File: src/rtl/hazard_scheduler_pkg.sv
// Shared constants for the hazard scheduler: forwarding-select encoding,
// register-file address conventions and the forwarding priority helper.
package hazard_scheduler_pkg;

  localparam int unsigned FWD_SEL_W = 2;

  // EXE operand source selects; 2'b11 is reserved and never driven.
  typedef enum logic [FWD_SEL_W-1:0] {
    FWD_REGS = 2'b00,
    FWD_MEM  = 2'b01,
    FWD_WB   = 2'b10
  } fwd_sel_e;

  localparam logic RST_ENABLE     = 1'b1;
  localparam logic WRT_ENABLE     = 1'b1;
  localparam logic RD_ENABLE      = 1'b1;
  localparam int unsigned ZERO_REG_ADDR = 0;

  // Youngest producer wins. A producer in WB is covered by the write-through
  // register file, so it resolves to the register-file path like no match.
  function automatic fwd_sel_e fwd_pick(input logic exe_match,
                                        input logic mem_match,
                                        input logic wb_match);
    fwd_sel_e sel;
    sel = FWD_REGS;
    if (exe_match)      sel = FWD_MEM;
    else if (mem_match) sel = FWD_WB;
    else if (wb_match)  sel = FWD_REGS;
    return sel;
  endfunction

endpackage

File: src/rtl/hazard_scheduler_if.sv
// Decode-side hazard interface: issue request from ID and the stall /
// forwarding / statistics outputs back to the pipeline.
interface hazard_scheduler_if #(
  parameter int unsigned ADDR_W = 5,
  parameter int unsigned CNT_W  = 32
);
  import hazard_scheduler_pkg::*;

  logic                 Issue_Valid_i_Hzd;
  logic                 RdEn_1_i_Hzd;
  logic [ADDR_W-1:0]    Rd_Addr1_i_Hzd;
  logic                 RdEn_2_i_Hzd;
  logic [ADDR_W-1:0]    Rd_Addr2_i_Hzd;
  logic                 WrEn_i_Hzd;
  logic [ADDR_W-1:0]    WrAddr_i_Hzd;
  logic                 IsLoad_i_Hzd;
  logic                 Flush_i_Hzd;
  logic                 Stall_o_Hzd;
  logic [FWD_SEL_W-1:0] Fwd1_Sel_o_Hzd;
  logic [FWD_SEL_W-1:0] Fwd2_Sel_o_Hzd;
  logic [CNT_W-1:0]     StallCnt_o_Hzd;

  modport master (
    output Issue_Valid_i_Hzd, RdEn_1_i_Hzd, Rd_Addr1_i_Hzd, RdEn_2_i_Hzd,
           Rd_Addr2_i_Hzd, WrEn_i_Hzd, WrAddr_i_Hzd, IsLoad_i_Hzd, Flush_i_Hzd,
    input  Stall_o_Hzd, Fwd1_Sel_o_Hzd, Fwd2_Sel_o_Hzd, StallCnt_o_Hzd
  );

  modport slave (
    input  Issue_Valid_i_Hzd, RdEn_1_i_Hzd, Rd_Addr1_i_Hzd, RdEn_2_i_Hzd,
           Rd_Addr2_i_Hzd, WrEn_i_Hzd, WrAddr_i_Hzd, IsLoad_i_Hzd, Flush_i_Hzd,
    output Stall_o_Hzd, Fwd1_Sel_o_Hzd, Fwd2_Sel_o_Hzd, StallCnt_o_Hzd
  );

endinterface

File: src/rtl/hazard_scheduler_match.sv
// Single scoreboard-slot versus source-operand comparator. x0 and disabled
// reads never match.
module hazard_match #(
  parameter int unsigned ADDR_W = 5
) (
  input  logic              slot_valid,
  input  logic [ADDR_W-1:0] slot_waddr,
  input  logic              rd_en,
  input  logic [ADDR_W-1:0] rd_addr,
  output logic              match
);

  assign match = slot_valid && rd_en && (rd_addr != '0) && (slot_waddr == rd_addr);

endmodule

File: src/rtl/hazard_scheduler.sv
// Load-use stall and ID_EXE forwarding-select generation from a 3-stage
// destination scoreboard (EXE, MEM, WB).
module hazard_scheduler
  import hazard_scheduler_pkg::*;
#(
  parameter int unsigned ADDR_W = 5,
  parameter int unsigned CNT_W  = 32
) (
  input logic clk_i_Hzd,
  input logic Rst_i_Hzd,
  hazard_scheduler_if.slave hz
);

  typedef struct packed {
    logic              valid;
    logic [ADDR_W-1:0] waddr;
    logic              is_load;
  } slot_t;

  slot_t            slot_exe, slot_mem, slot_wb;
  fwd_sel_e         sel1, sel2;
  logic [CNT_W-1:0] stall_cnt;

  logic exe_m1, exe_m2, mem_m1, mem_m2, wb_m1, wb_m2;
  logic stall, accept;
  logic unused;

  hazard_match #(.ADDR_W(ADDR_W)) u_exe_op1 (
    .slot_valid(slot_exe.valid), .slot_waddr(slot_exe.waddr),
    .rd_en(hz.RdEn_1_i_Hzd), .rd_addr(hz.Rd_Addr1_i_Hzd), .match(exe_m1));
  hazard_match #(.ADDR_W(ADDR_W)) u_exe_op2 (
    .slot_valid(slot_exe.valid), .slot_waddr(slot_exe.waddr),
    .rd_en(hz.RdEn_2_i_Hzd), .rd_addr(hz.Rd_Addr2_i_Hzd), .match(exe_m2));
  hazard_match #(.ADDR_W(ADDR_W)) u_mem_op1 (
    .slot_valid(slot_mem.valid), .slot_waddr(slot_mem.waddr),
    .rd_en(hz.RdEn_1_i_Hzd), .rd_addr(hz.Rd_Addr1_i_Hzd), .match(mem_m1));
  hazard_match #(.ADDR_W(ADDR_W)) u_mem_op2 (
    .slot_valid(slot_mem.valid), .slot_waddr(slot_mem.waddr),
    .rd_en(hz.RdEn_2_i_Hzd), .rd_addr(hz.Rd_Addr2_i_Hzd), .match(mem_m2));
  hazard_match #(.ADDR_W(ADDR_W)) u_wb_op1 (
    .slot_valid(slot_wb.valid), .slot_waddr(slot_wb.waddr),
    .rd_en(hz.RdEn_1_i_Hzd), .rd_addr(hz.Rd_Addr1_i_Hzd), .match(wb_m1));
  hazard_match #(.ADDR_W(ADDR_W)) u_wb_op2 (
    .slot_valid(slot_wb.valid), .slot_waddr(slot_wb.waddr),
    .rd_en(hz.RdEn_2_i_Hzd), .rd_addr(hz.Rd_Addr2_i_Hzd), .match(wb_m2));

  // A load in EXE cannot forward yet; a flush overrides the stall since ID dies.
  always_comb begin
    stall  = hz.Issue_Valid_i_Hzd && !hz.Flush_i_Hzd && slot_exe.is_load &&
             (exe_m1 || exe_m2);
    accept = hz.Issue_Valid_i_Hzd && !stall && !hz.Flush_i_Hzd;
  end

  // The WB slot's load flag has no consumer once the producer reaches WB.
  assign unused = slot_wb.is_load;

  // Scoreboard shift, forwarding selects for the next EXE cycle, stall count.
  always_ff @(posedge clk_i_Hzd) begin
    if (Rst_i_Hzd == RST_ENABLE) begin
      slot_exe  <= '0;
      slot_mem  <= '0;
      slot_wb   <= '0;
      sel1      <= FWD_REGS;
      sel2      <= FWD_REGS;
      stall_cnt <= '0;
    end else begin
      slot_wb  <= slot_mem;
      slot_mem <= slot_exe;
      if (accept) begin
        slot_exe.valid   <= hz.WrEn_i_Hzd && (hz.WrAddr_i_Hzd != '0);
        slot_exe.waddr   <= hz.WrAddr_i_Hzd;
        slot_exe.is_load <= hz.IsLoad_i_Hzd;
        sel1             <= fwd_pick(exe_m1, mem_m1, wb_m1);
        sel2             <= fwd_pick(exe_m2, mem_m2, wb_m2);
      end else begin
        slot_exe <= '0;
        sel1     <= FWD_REGS;
        sel2     <= FWD_REGS;
      end
      if (stall) stall_cnt <= stall_cnt + 1'b1;
    end
  end

  assign hz.Stall_o_Hzd    = stall;
  assign hz.Fwd1_Sel_o_Hzd = sel1;
  assign hz.Fwd2_Sel_o_Hzd = sel2;
  assign hz.StallCnt_o_Hzd = stall_cnt;

endmodule
File: src/flat_wrapper.sv
// flat-port wrapper written by rule: the top's interface ports become plain ports
module hazard_scheduler_flat import hazard_scheduler_pkg::*;
#(
  parameter int unsigned ADDR_W = 5,
  parameter int unsigned CNT_W  = 32
)
  (clk_i_Hzd, Rst_i_Hzd, hz_Issue_Valid_i_Hzd, hz_RdEn_1_i_Hzd, hz_Rd_Addr1_i_Hzd, hz_RdEn_2_i_Hzd, hz_Rd_Addr2_i_Hzd, hz_WrEn_i_Hzd, hz_WrAddr_i_Hzd, hz_IsLoad_i_Hzd, hz_Flush_i_Hzd, hz_Stall_o_Hzd, hz_Fwd1_Sel_o_Hzd, hz_Fwd2_Sel_o_Hzd, hz_StallCnt_o_Hzd);
  hazard_scheduler_if #(.ADDR_W(ADDR_W), .CNT_W(CNT_W)) hz_i ();
  input logic clk_i_Hzd;
  input logic Rst_i_Hzd;
  input wire logic [$bits(hz_i.Issue_Valid_i_Hzd)-1:0] hz_Issue_Valid_i_Hzd;
  input wire logic [$bits(hz_i.RdEn_1_i_Hzd)-1:0] hz_RdEn_1_i_Hzd;
  input wire logic [$bits(hz_i.Rd_Addr1_i_Hzd)-1:0] hz_Rd_Addr1_i_Hzd;
  input wire logic [$bits(hz_i.RdEn_2_i_Hzd)-1:0] hz_RdEn_2_i_Hzd;
  input wire logic [$bits(hz_i.Rd_Addr2_i_Hzd)-1:0] hz_Rd_Addr2_i_Hzd;
  input wire logic [$bits(hz_i.WrEn_i_Hzd)-1:0] hz_WrEn_i_Hzd;
  input wire logic [$bits(hz_i.WrAddr_i_Hzd)-1:0] hz_WrAddr_i_Hzd;
  input wire logic [$bits(hz_i.IsLoad_i_Hzd)-1:0] hz_IsLoad_i_Hzd;
  input wire logic [$bits(hz_i.Flush_i_Hzd)-1:0] hz_Flush_i_Hzd;
  output wire logic [$bits(hz_i.Stall_o_Hzd)-1:0] hz_Stall_o_Hzd;
  output wire logic [$bits(hz_i.Fwd1_Sel_o_Hzd)-1:0] hz_Fwd1_Sel_o_Hzd;
  output wire logic [$bits(hz_i.Fwd2_Sel_o_Hzd)-1:0] hz_Fwd2_Sel_o_Hzd;
  output wire logic [$bits(hz_i.StallCnt_o_Hzd)-1:0] hz_StallCnt_o_Hzd;
  assign hz_i.Issue_Valid_i_Hzd = hz_Issue_Valid_i_Hzd;
  assign hz_i.RdEn_1_i_Hzd = hz_RdEn_1_i_Hzd;
  assign hz_i.Rd_Addr1_i_Hzd = hz_Rd_Addr1_i_Hzd;
  assign hz_i.RdEn_2_i_Hzd = hz_RdEn_2_i_Hzd;
  assign hz_i.Rd_Addr2_i_Hzd = hz_Rd_Addr2_i_Hzd;
  assign hz_i.WrEn_i_Hzd = hz_WrEn_i_Hzd;
  assign hz_i.WrAddr_i_Hzd = hz_WrAddr_i_Hzd;
  assign hz_i.IsLoad_i_Hzd = hz_IsLoad_i_Hzd;
  assign hz_i.Flush_i_Hzd = hz_Flush_i_Hzd;
  assign hz_Stall_o_Hzd = hz_i.Stall_o_Hzd;
  assign hz_Fwd1_Sel_o_Hzd = hz_i.Fwd1_Sel_o_Hzd;
  assign hz_Fwd2_Sel_o_Hzd = hz_i.Fwd2_Sel_o_Hzd;
  assign hz_StallCnt_o_Hzd = hz_i.StallCnt_o_Hzd;
  hazard_scheduler #(.ADDR_W(ADDR_W), .CNT_W(CNT_W)) u_core (.clk_i_Hzd(clk_i_Hzd), .Rst_i_Hzd(Rst_i_Hzd), .hz(hz_i));
endmodule
File: config.mk
export PLATFORM = sky130hd
export DESIGN_NAME = hazard_scheduler_flat
export DESIGN_NICKNAME = d
export VERILOG_FILES = /design/src/rtl/hazard_scheduler_pkg.sv /design/src/rtl/hazard_scheduler_if.sv /design/src/rtl/hazard_scheduler_match.sv /design/src/rtl/hazard_scheduler.sv /design/src/flat_wrapper.sv
export SDC_FILE = /design/constraint.sdc
export NUM_CORES = 1
export LEC_CHECK = 0
export ABC_AREA = 1
export CORE_UTILIZATION = 45
export DETAILED_ROUTE_END_ITERATION = 12
export PLACE_DENSITY = 0.71
export SLEW_MARGIN = 0
export SYNTH_ARGS = -nofsm -noshare
export SYNTH_HDL_FRONTEND = slang
export SYNTH_SLANG_ARGS = --single-unit
File: constraint.sdc
create_clock -name clk_i_Hzd -period 2.89 [get_ports clk_i_Hzd]
set_input_delay 0.578 -clock clk_i_Hzd [delete_from_list [all_inputs] [get_ports clk_i_Hzd]]
set_output_delay 0.578 -clock clk_i_Hzd [all_outputs]
set_load 0.05 [all_outputs]
Word level (Yosys, flattened, before mapping)

Index checks and enable logic that the tools add are counted.

Register bits after elaboration: 49
Input port bits: 23
Output and inout bits: 37
Logic and storage cells: 47

$add $sub $neg: 1
Eq/ne operators: 4
Muxes and demuxes: 4
Bitwise gates (word level): 1
Reductions and logical operators: 27

Operator list:

| cell                                           | number |
|---|---|
| adder 32 x 1 -> 32 bit (second input constant) | 1 |
| == test 5 bit                                  | 4 |
| logical AND 1 bit                              | 18 |
| nonzero test 5 bit                             | 3 |
| OR reduction 3 bit                             | 2 |
| two-way mux 2 bit                              | 2 |
| zero test 1 bit                                | 2 |
| two-way mux 1 bit                              | 2 |
| OR reduction 2 bit                             | 1 |
| logical OR 1 bit                               | 1 |
| NOT 1 bit                                      | 1 |

Longest topological paths before layout

Gate-level depths: netlist (run 1).

Depth in word-level cells: 10
Mapped depth: 12
Gate-level depth less buffers: 12

Modules after synthesis

From an unflattened synthesis (run 1), not the netlist that was laid out.

Cells, all modules: 490
Area total of the unflattened synthesis: 2960.3 um^2

Modules (own cells, without submodules):

| module           | instances | cells an instance | area each (um^2) | seq. area each (um^2) |
|---|---|---|---|---|
| hazard_scheduler | 1         | 362               | 2464.9           | 980.9 |
| hazard_match     | 4         | 32                | 123.9            | 0.0 |

Worst setup path before layout (run 1)

No wires, ideal clock.

Path type: input -> output
From: in hz_Rd_Addr2_i_Hzd[2]
To: out hz_Stall_o_Hzd
Arrival time: 1524 ps
Required time: 2312 ps
Setup slack: 788 ps
Stages on the path: 9
Buffers on the path: 0
Path through: inv_1 > nand2_1 > nand2_1 > nand2_1 > nor2_1 > nand2_1 > nand2_4 > nand2_4 > inv_1

Word-level cells in the longest chain between the ends: 5
Elaborated cells on any way between the ends: 6

RTL lines:

| what                | RTL line                     | text |
|---|---|---|
| start: declaration  | flat_wrapper.sv:15           | `input wire logic [$bits(hz_i.Rd_Addr2_i_Hzd)-1:0] hz_Rd_Addr2_i_Hzd;` |
| nonzero test 5 bit  | hazard_scheduler_match.sv:13 | `assign match = slot_valid && rd_en && (rd_addr != '0) && (slot_waddr == rd_addr);` |
| logical AND 1 bit   | hazard_scheduler_match.sv:13 |  |
| logical AND 1 bit * | hazard_scheduler_match.sv:13 |  |
| logical OR 1 bit *  | hazard_scheduler.sv:50       | `(exe_m1 \|\| exe_m2);` |
| logical AND 1 bit * | hazard_scheduler.sv:49       | `stall = hz.Issue_Valid_i_Hzd && !hz.Flush_i_Hzd && slot_exe.is_load &&` |
| end: declaration    | flat_wrapper.sv:20           | `output wire logic [$bits(hz_i.Stall_o_Hzd)-1:0] hz_Stall_o_Hzd;` |

Mark *: on every way between the ends. The rest lies on a longest branch, timed or not.

Worst setup path in the final report (run 1)

From: in hz_Rd_Addr2_i_Hzd[1]
To: out hz_Stall_o_Hzd

The elaborated chain is that of the path after synthesis.

==> impl_metrics.json, run 1 <==
{
  "hold_path.class": "flip-flop to flip-flop",
  "layout.core_utilization_pct": 58.8,
  "clkSinkCount": 49,
  "grt-busiest-layer": "met2",
  "power.clock.fraction_pct": 39.9,
  "die-height_um": 84.2,
  "period_needed_ps": 2630,
  "setup.worst_path.start_class": "primary input",
  "buffer_ports.inserted": 59,
  "count_of_non_filler_cells_in_the_finished_layout": 624,
  "r2r_cells": 9,
  "ys.warnings.count": 0,
  "worstHoldStart": "u_core.slot_exe[6]",
  "place.detailed.instances": 616,
  "synth.yosys.seq_area_share_pct": 32.3,
  "global_placer_s_final_weighted_congestion": 0.899,
  "post-synth-top-area-fraction_pct": 32.3,
  "synthToLayoutAreaGrowth_pct": 24.2,
  "chipWidth_um": 84.2,
  "yosysUniqueCellTypes": 29,
  "power.sequential.fraction_pct": 53.4,
  "cts-htree-levels": 2,
  "cts_buffers": 5,
  "launch_instance_of_the_worst_register_to_register_path": "u_core.hz.StallCnt_o_Hzd[0]",
  "period_share_pct": 91.0,
  "synth_nets": 514,
  "viasPerCell": 5.24,
  "combinational_share_of_power_pct": 6.7,
  "syn-mean-instance-area_um2": 6.20,
  "antenna_found_initial": 0,
  "grt_setup_unrepaired": "false",
  "share_of_final_layout_standard_cells_stronger_than_drive_strength_1_pct": 6.40,
  "clk_transition_reported_paths_ps": 100,
  "synthesized_area_um2": 3040,
  "hold_depth": 2,
  "cts_tree": "built",
  "grt_util_met3_pct": 3.34,
  "layout.nets": 570,
  "clock_tree.root_cell": "sky130_fd_sc_hd__clkbuf_8",
  "finClkSkew_ps": 9.94,
  "initial_utilization_pct": 47.3,
  "internal_power_mw": 0.979,
  "ir_drop_mv": 0.229,
  "endpoints_failing_setup": 0,
  "boundaryPins": 60,
  "critPathMaxFanout": 4,
  "crit_path_end_kind": "output port",
  "static-leakage-power_nw": 1.40,
  "hold_ws_ps": 510,
  "drc": 6,
  "insertion_delay_ps": 310,
  "first_global_vias": 2885,
  "startpoint": "hz_Rd_Addr2_i_Hzd[1]",
  "synth.top_cells.by_area": "sky130_fd_sc_hd__dfxtp_1 32%, sky130_fd_sc_hd__nand2_1 22%, sky130_fd_sc_hd__nor2_1 8.4%",
  "route.vias.total": 3267,
  "post_cts.resized_instances": 0,
  "power_density_nw_per_um2": 338,
  "relSlewSlack_pct": 65.5,
  "max_slew.worst_pin.slew_ps": 516,
  "critical_path_required_ps": 2310,
  "grt_remaining_overflow": 0,
  "grt_usage_pct": 24.3,
  "syn-instance-count": 490,
  "rows": 29,
  "first_pass_grt_wire_length_mm": 13.9,
  "timing.fmax_ghz": 0.380,
  "switching_power_mw": 0.298,
  "synth_top_area_cell": "sky130_fd_sc_hd__dfxtp_1",
  "use_met2_pct": 38.1,
  "core_region_area_um2": 6420,
  "totalWireLength_mm": 8.44,
  "p_sw_share_pct": 23.3,
  "max_root_sink_buffers": 2,
  "cts_setup_buffers": 0,
  "maxCapViolations": 0,
  "first_iter_violations": 183,
  "ys_seq_elements": 49,
  "dieArea_um2": 7090,
  "cts_hold_repair.buffers": 0,
  "critical_path_class": "primary input to output port",
  "hold_viol_final": 0,
  "finalMaxSlewViolations": 0,
  "status": "complete, but fails checks",
  "violated_checks": "design-rule violations",
  "report.power.total_mw": 1.28,
  "antenna_cells_inserted": 0,
  "maximum_number_of_pins_on_one_net_before_global_route_repair": 38,
  "dp.final_hpwl_mm": 6.24,
  "cp.arrival_ps": 2050,
  "final.setup.tns_ps": 0,
  "routed_wire_length_per_instance_um": 13.5,
  "ant_nets": 0,
  "global_route.usage.met1_pct": 34.8,
  "detail_route.first_pass.iterations": 8
}
-- worst max-delay path, stage by stage --
cell and delay [ps]:
sky130_fd_sc_hd__clkdlybuf4s50_1 580, sky130_fd_sc_hd__inv_2 60, sky130_fd_sc_hd__nand2_1 60, sky130_fd_sc_hd__nand2_1 50
sky130_fd_sc_hd__inv_1 40, sky130_fd_sc_hd__nand2_1 50, sky130_fd_sc_hd__nor2_1 80, sky130_fd_sc_hd__nand2_1 120
sky130_fd_sc_hd__nand2_4 100, sky130_fd_sc_hd__nand2_4 50, sky130_fd_sc_hd__inv_1 130, sky130_fd_sc_hd__buf_12 150
-- flip-flops by register name (all words and copies together) (netlist names) --
signal / cells
u_core.slot_mem: 6
u_core.hz.Fwd2_Sel_o_Hzd: 2
u_core.hz.Fwd1_Sel_o_Hzd: 2
u_core.hz.StallCnt_o_Hzd: 32
u_core.slot_exe: 7
-- kinds of logic after synthesis --
logic type	Yosys count	share of synthesized area [%]
simple gates	320	46.2
buf+inv	59	9.26
compound gates	50	8.72
flops	49	32.3
xor+xnor	11	3.17
fa+ha+maj	1	0.411
-- synthesized netlist by cell type --
| cell type | number |
|---|---|
| sky130_fd_sc_hd__xor2_1 | 3 |
| sky130_fd_sc_hd__nor2_2 | 6 |
| sky130_fd_sc_hd__nor3b_2 | 1 |
| sky130_fd_sc_hd__o21ai_0 | 9 |
| sky130_fd_sc_hd__nand2_1 | 177 |
| sky130_fd_sc_hd__xnor2_1 | 8 |
| sky130_fd_sc_hd__nand3b_1 | 15 |
| sky130_fd_sc_hd__nand2_2 | 3 |
| sky130_fd_sc_hd__nand3_1 | 37 |
| sky130_fd_sc_hd__dfxtp_1 | 49 |
| sky130_fd_sc_hd__nor2_4 | 4 |
| sky130_fd_sc_hd__ha_1 | 1 |
| sky130_fd_sc_hd__nor2_1 | 68 |
| sky130_fd_sc_hd__o211ai_1 | 1 |
| sky130_fd_sc_hd__buf_2 | 1 |
| sky130_fd_sc_hd__a21oi_1 | 33 |
| sky130_fd_sc_hd__o22ai_1 | 4 |
| sky130_fd_sc_hd__clkbuf_8 | 1 |
| sky130_fd_sc_hd__inv_1 | 41 |
| sky130_fd_sc_hd__nand3_2 | 1 |
| sky130_fd_sc_hd__nor3_1 | 2 |
| sky130_fd_sc_hd__inv_2 | 4 |
| sky130_fd_sc_hd__clkbuf_4 | 1 |
| sky130_fd_sc_hd__buf_4 | 2 |
| sky130_fd_sc_hd__buf_6 | 5 |
| sky130_fd_sc_hd__clkbuf_1 | 4 |
| sky130_fd_sc_hd__a211oi_1 | 3 |
| sky130_fd_sc_hd__nand2_4 | 3 |
| sky130_fd_sc_hd__nand4_1 | 3 |
-- per-stage QoR --
| step | cell area [um^2] | setup WS (ps) |
|---|---|---|
| 3_5_place_dp | 3660 | 275 |
| 5_1_grt | 3780 | 118 |
| 4_1_cts | 3780 | 270 |
| 6_report | 3780 | 259 |
| 2_1_floorplan | 3040 | 788 |
| 3_3_place_gp | 3660 | 310 |
-- worst paths after layout --
kind                            slack, ps                           end
worst max-delay path                  260                hz_Stall_o_Hzd
worst min-delay path                  510            u_core.slot_mem[6]
worst max register to register        890  u_core.hz.StallCnt_o_Hzd[16]
worst min register to register        510            u_core.slot_mem[6]
-- cell usage in the layout (no fill, tap or decap) --
master and n:
sky130_fd_sc_hd__a211oi_1 3, sky130_fd_sc_hd__a21oi_1 33, sky130_fd_sc_hd__buf_12 1, sky130_fd_sc_hd__buf_4 4, sky130_fd_sc_hd__bufinv_16 1, sky130_fd_sc_hd__clkbuf_8 5
sky130_fd_sc_hd__clkdlybuf4s50_1 58, sky130_fd_sc_hd__clkinv_4 1, sky130_fd_sc_hd__clkinvlp_4 1, sky130_fd_sc_hd__dfxtp_1 49, sky130_fd_sc_hd__ha_1 1, sky130_fd_sc_hd__inv_1 41
sky130_fd_sc_hd__inv_2 4, sky130_fd_sc_hd__nand2_1 177, sky130_fd_sc_hd__nand2_2 3, sky130_fd_sc_hd__nand2_4 3, sky130_fd_sc_hd__nand3_1 37, sky130_fd_sc_hd__nand3_2 1
sky130_fd_sc_hd__nand3b_1 15, sky130_fd_sc_hd__nand4_1 3, sky130_fd_sc_hd__nor2_1 68, sky130_fd_sc_hd__nor2_2 6, sky130_fd_sc_hd__nor2_4 4, sky130_fd_sc_hd__nor3_1 2
sky130_fd_sc_hd__nor3b_4 1, sky130_fd_sc_hd__o211ai_1 1, sky130_fd_sc_hd__o21ai_0 9, sky130_fd_sc_hd__o22ai_1 4, sky130_fd_sc_hd__xnor2_1 8, sky130_fd_sc_hd__xor2_1 3
-- final cells by class --
class	instances	area, um^2
well taps	77	96.3
clock inverters	3	46.3
inverters	45	169
multi-input cells	382	1780
clock buffers	5	68.8
fillers	645	2650
flip-flops and latches	49	981
repair buffers	63	631
-- power by group through the flow --
stage,combinational [mW],clock (mW),sequential [mW]
2_1_floorplan,0.0408,0,0.696
3_3_place_gp,0.0842,0,0.698
3_5_place_dp,0.0850,0,0.698
4_1_cts,0.0852,0.522,0.682
5_1_grt,0.0953,0.545,0.683
6_report,0.0851,0.510,0.682
-- per-layer routing --
| metal | vias to the layer above | part of all wire, % |
|---|---|---|
| met5 | - | 0 |
| met4 | 0 | 1.5 |
| met3 | 10 | 5.2 |
| met2 | 93 | 45 |
| met1 | 1498 | 48 |
| li1 | 1666 | - |
(Power assumes the default switching activity.)
==> run 2: changes to the inputs <==
--- a/config.mk
+++ b/config.mk
@@ -5,10 +5,12 @@
 export SDC_FILE = /design/constraint.sdc
 export NUM_CORES = 1
 export LEC_CHECK = 0
-export ABC_AREA = 1
-export CORE_UTILIZATION = 45
+export CELL_PAD_IN_SITES_DETAIL_PLACEMENT = 0
+export CELL_PAD_IN_SITES_GLOBAL_PLACEMENT = 2
+export CORE_UTILIZATION = 33
 export DETAILED_ROUTE_END_ITERATION = 12
-export PLACE_DENSITY = 0.71
+export HOLD_SLACK_MARGIN = 0.1
+export PLACE_DENSITY_LB_ADDON = 0.1
 export SLEW_MARGIN = 0
 export SYNTH_ARGS = -nofsm -noshare
 export SYNTH_HDL_FRONTEND = slang
==> run 2 against run 1 <==
Compared with the run above: the flow now finishes without violations; sequential share of layout area is 0.73 points higher; area after synthesis is 7.5% lower; combinational power is 23% higher; via count is 26% lower; sequential cell count stayed put; critical path depth is 6 lower; routed wire length is 20% lower; non-clock buffer count is 13 higher; sequential power hardly changed; utilization is 14 points lower; first-iteration DRC count is 43% lower; power is 2.8% lower; highest routed layer unchanged.
==> impl_metrics.json, run 2 <==
{
  "rows": 33,
  "ys_seq_elements": 49,
  "first_pass_grt_wire_length_mm": 11.3,
  "cts_hold_repair.buffers": 0,
  "clock_tree.root_cell": "sky130_fd_sc_hd__clkbuf_8",
  "post_cts.resized_instances": 0,
  "ir_drop_mv": 0.180,
  "post-synth-top-area-fraction_pct": 34.9,
  "chipWidth_um": 94.3,
  "layout.cells.most_common": "sky130_fd_sc_hd__clkdlybuf4s50_1",
  "route.vias.total": 2422,
  "fraction_of_registers_with_async_set_reset_pct": 0,
  "synthToLayoutAreaGrowth_pct": 30.6,
  "final.setup.tns_ps": 0,
  "maximum_number_of_pins_on_one_net_before_global_route_repair": 40,
  "grt_remaining_overflow": 0,
  "cts_buffers": 5,
  "initial_utilization_pct": 34.2,
  "detail_route.first_pass.iterations": 4,
  "synth-edff-count": 0,
  "largest_register_ffs": 32,
  "drc": 0,
  "power.clock.fraction_pct": 36.5,
  "viasPerCell": 5.06,
  "cts-htree-levels": 2,
  "period_share_pct": 97.3,
  "synth.yosys.seq_area_share_pct": 34.9,
  "clkSinkCount": 49,
  "timing.fmax_ghz": 0.356,
  "cts_setup_buffers": 0,
  "critPathMaxFanout": 5,
  "insertion_delay_ps": 300,
  "grt_setup_unrepaired": "false",
  "layout.nets": 397,
  "share_of_final_layout_standard_cells_stronger_than_drive_strength_1_pct": 13.6,
  "internal_power_mw": 0.951,
  "min_setup_slack_post_route_ps": 78.7,
  "syn-mean-instance-area_um2": 9.16,
  "setup.worst_path.start_class": "primary input",
  "boundaryPins": 60,
  "final_cell_mix": "57 x sky130_fd_sc_hd__clkdlybuf4s50_1, 49 x sky130_fd_sc_hd__dfxtp_1, 41 x sky130_fd_sc_hd__nor2_1",
  "buffer_ports.inserted": 59,
  "max_root_sink_buffers": 2,
  "routed_wire_length_per_instance_um": 14.1,
  "antenna_found_initial": 0,
  "yosysUniqueCellTypes": 42,
  "power.sequential.fraction_pct": 55.0,
  "fillerInstances": 810,
  "power_density_nw_per_um2": 338,
  "synth.top_cells.by_area": "sky130_fd_sc_hd__dfxtp_1 35%, sky130_fd_sc_hd__mux2_1 10%, sky130_fd_sc_hd__nor2b_1 7.8%",
  "first_global_vias": 2270,
  "combinational_share_of_power_pct": 8.5,
  "status": "completed",
  "synthesized_area_um2": 2810,
  "cp.arrival_ps": 2230,
  "static-leakage-power_nw": 1.40,
  "totalWireLength_mm": 6.78,
  "synth_top_area_cell": "sky130_fd_sc_hd__dfxtp_1",
  "hold_path.class": "flip-flop to flip-flop",
  "cts_tree": "built",
  "critical_path_required_ps": 2310,
  "period_needed_ps": 2810,
  "crit_path_end_kind": "output port",
  "die-height_um": 94.3,
  "finClkSkew_ps": 4.74,
  "preCtsSetupSlack_ps": 36.1,
  "grt_usage_pct": 16.4,
  "synthFlopType": "sky130_fd_sc_hd__dfxtp_1",
  "global_placer_s_final_weighted_congestion": 0.856,
  "synth.top_cells.by_count": "49 x sky130_fd_sc_hd__dfxtp_1, 41 x sky130_fd_sc_hd__nor2_1, 35 x sky130_fd_sc_hd__nor2b_1, 26 x sky130_fd_sc_hd__mux2_1, 20 x sky130_fd_sc_hd__a21oi_1",
  "clk_transition_reported_paths_ps": 90,
  "first_iter_violations": 104,
  "dieArea_um2": 8900,
  "yosys.cell_count.top_type": "sky130_fd_sc_hd__dfxtp_1",
  "switching_power_mw": 0.290,
  "ys.warnings.count": 0,
  "syn-instance-count": 307,
  "maxCapViolations": 0,
  "relSlewSlack_pct": 64.9,
  "core_region_area_um2": 8220,
  "antenna_cells_inserted": 0,
  "critical_path_class": "primary input to output port",
  "synth_nets": 331,
  "finalMaxSlewViolations": 0,
  "max_slew.worst_pin.slew_ps": 526,
  "endpoints_failing_setup": 0,
  "hold_viol_final": 0,
  "dp.final_hpwl_mm": 4.93,
  "p_sw_share_pct": 23.4,
  "ant_nets": 0
}
run 2: cell types whose count changed in the layout (fill, tap and decap cells not counted), moves of 9 or more:
cell	previous run	this run
sky130_fd_sc_hd__nand3_1	37	13
sky130_fd_sc_hd__nand4_1	3	16
sky130_fd_sc_hd__inv_1	41	2
sky130_fd_sc_hd__nor2b_1	0	35
sky130_fd_sc_hd__nand2_1	177	12
sky130_fd_sc_hd__xor2_1	3	12
sky130_fd_sc_hd__nand3b_1	15	1
sky130_fd_sc_hd__nor2_1	68	41
sky130_fd_sc_hd__a21oi_1	33	20
sky130_fd_sc_hd__mux2_1	0	26
sky130_fd_sc_hd__buf_4	4	15
run 2: power by group through the flow:
stage / sequential, mW / combinational [mW] / clock (mW)
floorplan: 0.698 / 0.0532 / 0
global route: 0.683 / 0.116 / 0.499
global placement: 0.699 / 0.105 / 0
finish: 0.683 / 0.105 / 0.454
detailed placement: 0.699 / 0.107 / 0
CTS: 0.683 / 0.107 / 0.471
run 2: worst paths after layout:
kind | endpoint | startpoint | cells past startpoint | slack [ps]
setup reg to reg | u_core.hz.StallCnt_o_Hzd[27] | u_core.hz.StallCnt_o_Hzd[5] | 5 | 760
setup / recovery | hz_Stall_o_Hzd | hz_Rd_Addr1_i_Hzd[2] | 6 | 80
hold / removal | u_core.hz.Fwd1_Sel_o_Hzd[1] | u_core.slot_mem[6] | 1 | 500
hold reg to reg | u_core.hz.Fwd1_Sel_o_Hzd[1] | u_core.slot_mem[6] | 1 | 500
run 2: worst max-delay path: stages:
cell                              delay (ps)
sky130_fd_sc_hd__clkdlybuf4s50_1         480
sky130_fd_sc_hd__xor2_1                  220
sky130_fd_sc_hd__nor4_4                  330
sky130_fd_sc_hd__nand4b_4                190
sky130_fd_sc_hd__a21oi_2                 260
sky130_fd_sc_hd__buf_12                  170
run 2: kinds of logic (layout without fill, tap and decap cells):
| group | after synthesis | in the layout | share of synthesized area (%) |
|---|---|---|---|
| and+or+nand+nor | 152 | 152 | 32.7 |
| DFF | 49 | 49 | 34.9 |
| AOI/OAI and AO/OA | 34 | 34 | 8.01 |
| muxes | 32 | 32 | 13.2 |
| xor gates and xnor gates | 20 | 20 | 6.23 |
| buffers and inverters | 19 | 86 | 4.54 |
| adders and majority gates | 1 | 1 | 0.445 |
run 2: layout make-up:
| type | count | area [um^2] | share of cell area (%) |
|---|---|---|---|
| Tap cell | 105 | 131 | 3.58 |
| Clock buffer | 7 | 96.3 | 2.62 |
| Timing Repair Buffer | 76 | 748 | 20.4 |
| Clock inverter | 1 | 5.00 | 0.136 |
| Multi-Input combinational cell | 239 | 1700 | 46.4 |
| Inverter | 2 | 7.51 | 0.204 |
| Sequential cell | 49 | 981 | 26.7 |
run 2: per-stage QoR:
step                hold slack (ps)  std cells  power, mW  instance area (um^2)  util (%)
global placement                468        471      0.804                  3570      43.5
CTS                             495        479       1.26                  3670      44.7
detailed placement              469        471      0.805                  3570      43.5
global route                    503        479       1.30                  3670      44.7
floorplan                       453        307      0.751                  2810         -
finish                          496        479       1.24                  3670      44.7
run 2: layer usage:
metal / vias up / wire length (um) / GRT usage, %
li1: 1201 / - / -
met1: 1149 / 3490 / 23.3
met2: 62 / 2930 / 24.9
met3: 10 / 263 / 2.91
met4: 0 / 93 / 5.26
met5: - / 0 / 0
